**config.mk**
```make
export PLATFORM = sky130hd
export DESIGN_NAME = mem_port_arbiter
export DESIGN_NICKNAME = d
export VERILOG_FILES = /design/src/rtl/mem_port_arbiter.sv
export SDC_FILE = /design/constraint.sdc
export NUM_CORES = 1
export LEC_CHECK = 0
export ABC_CLOCK_PERIOD_IN_PS = 4970
export BUFFER_PORTS_ARGS = -buffer_cell sky130_fd_sc_hd__buf_2
export CAP_MARGIN = 20
export CORE_MARGIN = 2
export CORE_UTILIZATION = 40
export CTS_CLUSTER_SIZE = 10
export DETAILED_ROUTE_END_ITERATION = 8
export GPL_TIMING_DRIVEN = 0
export PLACE_DENSITY_LB_ADDON = 0.15
export RECOVER_POWER = 100
export SYNTH_ARGS = -nofsm -noshare
export SYNTH_HDL_FRONTEND = slang
export SYNTH_SLANG_ARGS = --single-unit
```
**constraint.sdc**
```tcl
create_clock -name clk -period 4.97 [get_ports clk]
set_clock_uncertainty 0.2 [all_clocks]
set_input_delay 0.994 -clock clk [delete_from_list [all_inputs] [get_ports clk]]
set_output_delay 0.994 -clock clk [all_outputs]
set_load 0.01 [all_outputs]
```
**src/rtl/mem_port_arbiter.sv**
```systemverilog
// mem_port_arbiter: shares one single-port memory between an instruction-fetch
// port and a data load/store port. One transaction is in flight at a time;
// data has priority, but fetch is guaranteed a grant after STARVE_MAX
// consecutive data grants made while fetch was waiting.
module mem_port_arbiter #(
    parameter int XLEN       = 32,
    parameter int ADDR_BITS  = 8,
    parameter int STARVE_MAX = 4
) (
    input  logic                 clk,
    input  logic                 rst,
    // fetch port
    input  logic                 if_req,
    input  logic [ADDR_BITS-1:0] if_addr,
    input  logic                 if_flush,
    output logic                 if_done,
    output logic [XLEN-1:0]      if_rdata,
    output logic                 if_stall,
    // data port
    input  logic                 d_req,
    input  logic                 d_we,
    input  logic [ADDR_BITS-1:0] d_addr,
    input  logic [XLEN-1:0]      d_wdata,
    output logic                 d_done,
    output logic [XLEN-1:0]      d_rdata,
    output logic                 d_stall,
    // memory port
    output logic                 mem_en,
    output logic                 mem_we,
    output logic [ADDR_BITS-1:0] mem_addr,
    output logic [XLEN-1:0]      mem_wdata,
    input  logic [XLEN-1:0]      mem_rdata,
    input  logic                 mem_ready
);

    typedef enum logic [1:0] {IDLE, BUSY_I, BUSY_D} state_t;

    localparam logic [3:0] STARVE_LIM = 4'(STARVE_MAX);

    state_t     state;
    state_t     state_nxt;
    logic [3:0] starve_cnt;
    logic       flush_flag;
    logic       fetch_elig;
    logic       data_elig;
    logic       grant_i;
    logic       grant_d;

    // Requesters see a stall until the cycle their completion pulse is out.
    assign if_stall = if_req & ~if_done;
    assign d_stall  = d_req & ~d_done;

    // Arbitration and next-state: a port whose done pulse is showing this
    // cycle is not re-granted for the request it just completed.
    always_comb begin
        state_nxt  = state;
        grant_i    = 1'b0;
        grant_d    = 1'b0;
        fetch_elig = if_req & ~if_done & ~if_flush;
        data_elig  = d_req & ~d_done;
        case (state)
            IDLE: begin
                if (fetch_elig && data_elig) begin
                    if (starve_cnt == STARVE_LIM) grant_i = 1'b1;
                    else                          grant_d = 1'b1;
                end else if (fetch_elig) begin
                    grant_i = 1'b1;
                end else if (data_elig) begin
                    grant_d = 1'b1;
                end
                if (grant_i)      state_nxt = BUSY_I;
                else if (grant_d) state_nxt = BUSY_D;
            end
            BUSY_I, BUSY_D: begin
                if (mem_ready) state_nxt = IDLE;
            end
            default: state_nxt = IDLE;
        endcase
    end

    // State register.
    always_ff @(posedge clk) begin
        if (rst) state <= IDLE;
        else     state <= state_nxt;
    end

    // Starvation counter and sticky fetch-flush flag.
    always_ff @(posedge clk) begin
        if (rst) begin
            starve_cnt <= 4'd0;
            flush_flag <= 1'b0;
        end else begin
            case (state)
                IDLE: begin
                    flush_flag <= 1'b0;
                    if (grant_i) begin
                        starve_cnt <= 4'd0;
                    end else if (grant_d) begin
                        if (!if_req)                      starve_cnt <= 4'd0;
                        else if (starve_cnt < STARVE_LIM) starve_cnt <= starve_cnt + 4'd1;
                    end else if (!if_req) begin
                        starve_cnt <= 4'd0;
                    end
                end
                BUSY_I: begin
                    if (mem_ready)     flush_flag <= 1'b0;
                    else if (if_flush) flush_flag <= 1'b1;
                end
                default: flush_flag <= 1'b0;
            endcase
        end
    end

    // Memory request registers, completion pulses and read-data capture.
    always_ff @(posedge clk) begin
        if (rst) begin
            mem_en    <= 1'b0;
            mem_we    <= 1'b0;
            mem_addr  <= '0;
            mem_wdata <= '0;
            if_done   <= 1'b0;
            d_done    <= 1'b0;
            if_rdata  <= '0;
            d_rdata   <= '0;
        end else begin
            if_done <= 1'b0;
            d_done  <= 1'b0;
            case (state)
                IDLE: begin
                    if (grant_i) begin
                        mem_en   <= 1'b1;
                        mem_we   <= 1'b0;
                        mem_addr <= if_addr;
                    end else if (grant_d) begin
                        mem_en    <= 1'b1;
                        mem_we    <= d_we;
                        mem_addr  <= d_addr;
                        mem_wdata <= d_wdata;
                    end
                end
                BUSY_I: begin
                    if (mem_ready) begin
                        mem_en <= 1'b0;
                        // A flushed fetch still finishes on the memory but is
                        // invisible to the fetch port.
                        if (!(flush_flag || if_flush)) begin
                            if_done  <= 1'b1;
                            if_rdata <= mem_rdata;
                        end
                    end
                end
                BUSY_D: begin
                    if (mem_ready) begin
                        mem_en <= 1'b0;
                        d_done <= 1'b1;
                        if (!mem_we) d_rdata <= mem_rdata;
                    end
                end
                default: mem_en <= 1'b0;
            endcase
        end
    end

endmodule

```
==> results of run 1 <==
==> cell usage in the layout (no fill, tap or decap), drive strengths merged <==
cell and instances:
nor2 17, nor2b 1, a21bo 1, a211oi 1, and3 1, o21a 1, nor3b 2, buf 90
nand2b 2, and3b 2, ha 5, clkinv 5, o2111ai 2, nand3 4, o211ai 1, a21oi 103
nor3 1, a2bb2oi 2, a21boi 1, o21ai 2, a22oi 1, nand2 210, nor4b 2, o211a 1
inv 7, clkinvlp 4, or2 1, a311oi 8, or3b 1, dfxtp 115, clkbuf 163, a31oi 1
bufinv 1
==> cell usage after synthesis (3+ instances only) <==
library cell,n,area (sq um)
buf_2,11,55.05
buf_4,3,22.52
nand2_1,210,788.3
nand3_1,4,20.02
a21oi_1,103,515.5
inv_1,7,26.28
clkbuf_1,24,90.09
nor2_1,17,63.81
a311oi_1,8,70.07
ha_1,5,62.56
dfxtp_1,115,2302
==> logic make-up (layout without fill, tap and decap cells) <==
group / Yosys count / after routing / share of synthesized area [%]
buffers and inverters: 45 / 270 / 4.571
AND/OR/NAND/NOR: 244 / 244 / 23.06
AO/OA/AOI/OAI: 125 / 125 / 16.63
adder cells (fa/ha/maj): 5 / 5 / 1.474
flip-flops: 115 / 115 / 54.26
==> report_power, final <==
group	total, mW	internal [mW]	switching (mW)
combinational	0.255	0.0939	0.162
sequential	0.992	0.968	0.0235
clock	1.10	0.690	0.406
==> layer usage <==
metal  global-route usage (%)  up-vias  wire length, um
met2                    36.03      161             5839
met5                        0        -                0
met4                    8.163        0              159
li1                         -     2172                -
met1                    24.72     1968             5529
met3                    7.356       13              982
==> layout make-up <==
class	count	area, sq um
repair buffers	195	835.8
fillers	1054	4559
flip-flops and latches	115	2302
clock inverters	10	85.08
well taps	136	170.2
multi-input cells	374	1735
clock buffers	20	455.4
plain buffers	38	153.9
inverters	7	26.28
==> final timing paths <==
kind / endpoint / slack (ns) / depth (start not counted)
setup / recovery: mem_addr[2] / 2.10 / 8
hold / removal: if_rdata[24] / 0.25 / 2
setup reg to reg: mem_addr[2] / 2.10 / 8
hold reg to reg: if_rdata[24] / 0.25 / 2
==> flip-flops by register name, summed over array words and instances, names as in the netlist <==
signal      count
mem_wdata      32
mem_addr        8
d_rdata        32
if_rdata       32
mem_we          1
starve_cnt      4
mem_en          1
state           2
if_done         1
flush_flag      1
d_done          1
==> critical path, delay by kind of cell (launching register included) <==
kind,cells,cell delay (ns)
simple gates,2,0.26
buf+inv,3,0.66
fa+ha+maj,1,0.19
compound gates,2,1.09
flops,1,0.37
==> through the flow <==
step / total power, mW / hold WS, ns
after global placement: 1.275 / 0.2393
final: 2.344 / 0.2516
after global routing: 2.443 / 0.2706
after CTS: 2.378 / 0.2513
after floorplan: 1.157 / 0.2570
after detailed placement: 1.281 / 0.2435
==> reports/results.ini, run 1 <==
[power_and_ir_drop]
leakage_nw=2.200
power_density_nw_per_um2=406.6
peakVddDrop_mv=0.2160

[timing]
max_slew.worst_pin.slew_ns=0.9932
finalSetupTns_ns=0
finalCritPeriodShare_pct=57.65
max-slew-margin-rel_pct=33.19
setup_ws_ns=2.105
hold_viol_final=0
period_needed_ns=2.865
rsz0062_at_grt=false
final_max_slew_viol_count=0
setup_violations=0
fmax_ghz=0.3490

[synth]
synth-edff-count=0
netlist_instances=534
synth_area_per_cell_sq_um=7.945
ys_warn_count=0
synth-seq-cells=115
yosys.cell_types.count=32
synth_nets=626
ys.flop_type=dfxtp_1
syn-cell-area_sq_um=4243
ys_seq_area_share_pct=54.26
async_flop_share_pct=0

[worst_setup_path]
end_kind=flip-flop
required_ns=5.17
path_cells=inv_1, ha_1, and3b_1, clkbuf_1, a21boi_0, clkbuf_1, nand2_1, a311oi_1
arrival_ns=3.06
slowest_delay_ns=0.81
crit_top_cell=clkbuf_1
cp-startpoint=starve_cnt[0]
reg2reg_from=starve_cnt[0]
critPathMaxFanout=10
worstSetupStartpointType=flip-flop
crit_type=flip-flop to flip-flop
cp_slowest_cell=a21boi_0

[drt]
drt_iter0_drc=224
ant_nets=0
wl_per_cell_um=13.98
drt_pre_antenna_iters=6
wirelength_mm=12.51
drc_errors=0
vias=4314
vias_per_cell=4.820

[floorplanning]
ios=197
core_area_sq_um=10320
die-area_sq_um=11450
rows=37
die_h_um=107.0
start_util_pct=41.10
die_w_um=107.0

[finish]
finalNonFillerCells=895
stdcell_area_sq_um=5764
antenna_cells=0
area_growth_pct=35.86
layout.nets=840
drive_gt1_share_pct=16.34
final_util_pct=55.84

[global_routing]
grt_max_degree=17
first_global_vias=4028
grt_pass1_wl_mm=19.07
track_usage_pct=21.27
antenna_found_initial=0
grt_overflow=0

[placement]
gp_congestion=0.7781
io_buffers=195
hpwl_mm=9.355
dpl_worst_slack_ns=2.206
place_area_sq_um=5389
place_inst=865

[clock_tree]
postCtsSetupBuffers=0
cts_resized=0
path_clk_slew_ns=0.05
clock_latency_ns=0.50
clockRootBuffer=clkbuf_8
cts_tree=built
cts_buffer_depth=2
cts_buffers=17
htreeDepth=4
cts_sinks=115
holdBufCountCts=0

[outcome]
status=complete, no violations

[worst_hold_path]
hold_class=flip-flop to flip-flop
worstHoldStart=if_rdata[24]

[run]
maxCapViolCount=0

Power figures use the tool's default switching activity.
==> inputs of run 2 (changes only) <==
- ABC_CLOCK_PERIOD_IN_PS: 4970 -> 2530
- clock period: 4.97 -> 2.53 ns (I/O delays scaled with it)
==> run 2 against run 1 <==
Net effect: critical path depth stayed put; non-clock buffer count unchanged; hold slack worse by 0.21 ns; critical endpoint is now starve_cnt[1]; combinational power rose by 99%; first-iteration DRC count is 12% higher; total power rose by 97%; design area is 0.37% higher; routed wire length barely moved; sequential power up 97%.
==> reports/results.ini, run 2 (synthesis results as in run 1) <==
[finish]
final_util_pct=56.04  ; was 55.84%
finalNonFillerCells=895  ; unchanged
stdcell_area_sq_um=5786  ; was 5764 sq um
nFillCells=1051  ; was 1054
reg_top3=d_rdata (32), if_rdata (32), mem_wdata (32)  ; unchanged
drive_gt1_share_pct=17.00  ; was 16.34%
layout.nets=840  ; unchanged
final_common_cell=nand2_1  ; unchanged
antenna_cells=0  ; unchanged
area_growth_pct=36.36  ; was 35.86%
final_cell_mix=nand2_1, clkbuf_1, dfxtp_1  ; unchanged

[worst_setup_path]
cp-startpoint=starve_cnt[0]  ; unchanged
critPathMaxFanout=10  ; unchanged
end_kind=flip-flop  ; unchanged
required_ns=2.75  ; was 5.17 ns
arrival_ns=2.46  ; was 3.06 ns
r2r_cells=8  ; unchanged
worstSetupStartpointType=flip-flop  ; unchanged
timing.rr.end=starve_cnt[1]  ; was mem_addr[2]
crit_end=starve_cnt[1]  ; was mem_addr[2]
crit_type=flip-flop to flip-flop  ; unchanged
rrSetupSlack_ns=0.29  ; was 2.10 ns
reg2reg_from=starve_cnt[0]  ; unchanged

[timing]
max-slew-margin-rel_pct=60.45  ; was 33.19%
finalSetupTns_ns=0  ; unchanged
max_slew.worst_pin.slew_ns=0.5850  ; was 0.9932 ns
finalCritPeriodShare_pct=88.72  ; was 57.65%
setup_ws_ns=0.2855  ; was 2.105 ns
fin_hold_ws_ns=0.04256  ; was 0.2516 ns
hold_viol_final=0  ; unchanged
final_max_slew_viol_count=0  ; unchanged
setup_violations=0  ; unchanged
fmax_ghz=0.4455  ; was 0.3490 GHz
rsz0062_at_grt=false  ; unchanged
period_needed_ns=2.245  ; was 2.865 ns

[global_routing]
antenna_found_initial=0  ; unchanged
grt_max_degree=17  ; unchanged
grt_overflow=0  ; unchanged
met1_usage_pct=24.72  ; unchanged
globalRouteMet2Util_pct=36.03  ; unchanged
first_global_vias=4028  ; unchanged
track_usage_pct=21.27  ; unchanged
grt_pass1_wl_mm=19.07  ; unchanged
busiest_layer=met2  ; unchanged
grt_util_met3_pct=7.356  ; unchanged

[drt]
vias_per_cell=4.819  ; was 4.820
drc_errors=0  ; unchanged
wirelength_mm=12.51  ; about the same
vias=4313  ; was 4314
drt_pre_antenna_iters=5  ; was 6
drt_iter0_drc=250  ; was 224
wl_per_cell_um=13.98  ; about the same
ant_nets=0  ; unchanged

[clock_tree]
path_clk_slew_ns=0.06  ; was 0.05 ns
clock_latency_ns=0.50  ; about the same
cts_buffers=17  ; unchanged
cts_tree=built  ; unchanged
cts_buffer_depth=2  ; unchanged
cts_sinks=115  ; unchanged
clockRootBuffer=clkbuf_8  ; unchanged
cts_resized=0  ; unchanged
holdBufCountCts=0  ; unchanged
postCtsSetupBuffers=0  ; unchanged
htreeDepth=4  ; unchanged

[floorplanning]
rows=37  ; unchanged
start_util_pct=41.10  ; unchanged
die_w_um=107.0  ; unchanged
core_area_sq_um=10320  ; unchanged
ios=197  ; unchanged
die-area_sq_um=11450  ; unchanged
die_h_um=107.0  ; unchanged

[worst_hold_path]
holdPathStages=3  ; was 2
hold_class=primary input to flip-flop  ; was flip-flop to flip-flop

[placement]
hpwl_mm=9.355  ; unchanged
io_buffers=195  ; unchanged
dpl_worst_slack_ns=0.2544  ; was 2.206 ns
place_inst=865  ; unchanged
gp_congestion=0.7781  ; unchanged
place_area_sq_um=5389  ; unchanged

[power_and_ir_drop]
power_density_nw_per_um2=796.7  ; was 406.6 nW/um^2
leakage_nw=2.220  ; was 2.200 nW
peakVddDrop_mv=0.4242  ; was 0.2160 mV
power_mw=4.609  ; was 2.344 mW

[run]
maxCapViolCount=0  ; unchanged

[outcome]
status=complete, no violations  ; unchanged

run 2: changes by cell type in the layout (fill, tap and decap cells not counted), sizes merged:
cell,previous run,this run
buf,90,94
clkbuf,163,159
run 2: layout make-up:
type | instances | area (sq um) | share of cell area (%)
Tap cell | 136 | 170.2 | 2.941
Inverter | 7 | 26.28 | 0.4542
Multi-Input combinational cell | 374 | 1747 | 30.19
Sequential cell | 115 | 2302 | 39.79
Timing Repair Buffer | 195 | 838.3 | 14.49
Clock inverter | 10 | 85.08 | 1.471
Clock buffer | 20 | 455.4 | 7.872
Buffer | 38 | 161.4 | 2.790
run 2: routing by layer:
layer / up-vias / routed length, um
li1: 2174 / -
met1: 1963 / 5540
met2: 163 / 5821
met3: 13 / 987
met4: 0 / 159
met5: - / 0
run 2: worst min path at each step:
stage                     to  slack, ns          start
2_1_floorplan  starve_cnt[2]       0.26  starve_cnt[2]
6_report        mem_wdata[7]       0.04     d_wdata[7]
3_5_place_dp   mem_wdata[30]       0.24  mem_wdata[30]
5_1_grt        mem_wdata[26]       0.03    d_wdata[26]
4_1_cts         mem_wdata[7]       0.02     d_wdata[7]
3_3_place_gp   mem_wdata[19]       0.24  mem_wdata[19]
run 2: power breakdown:
part	internal [mW]	switching [mW]	leakage, nW
logic	0.190	0.317	1.02
registers	1.90	0.0462	0.935
clock network	1.36	0.797	0.260
run 2: worst max-delay path, stage by stage, from the launching register on:
cell and delay, ns:
dfxtp_1 0.37, inv_1 0.07, ha_1 0.19, and3b_1 0.15
clkbuf_1 0.17, o211ai_1 0.26, clkbuf_1 0.44, nand3_1 0.16
a21oi_1 0.15
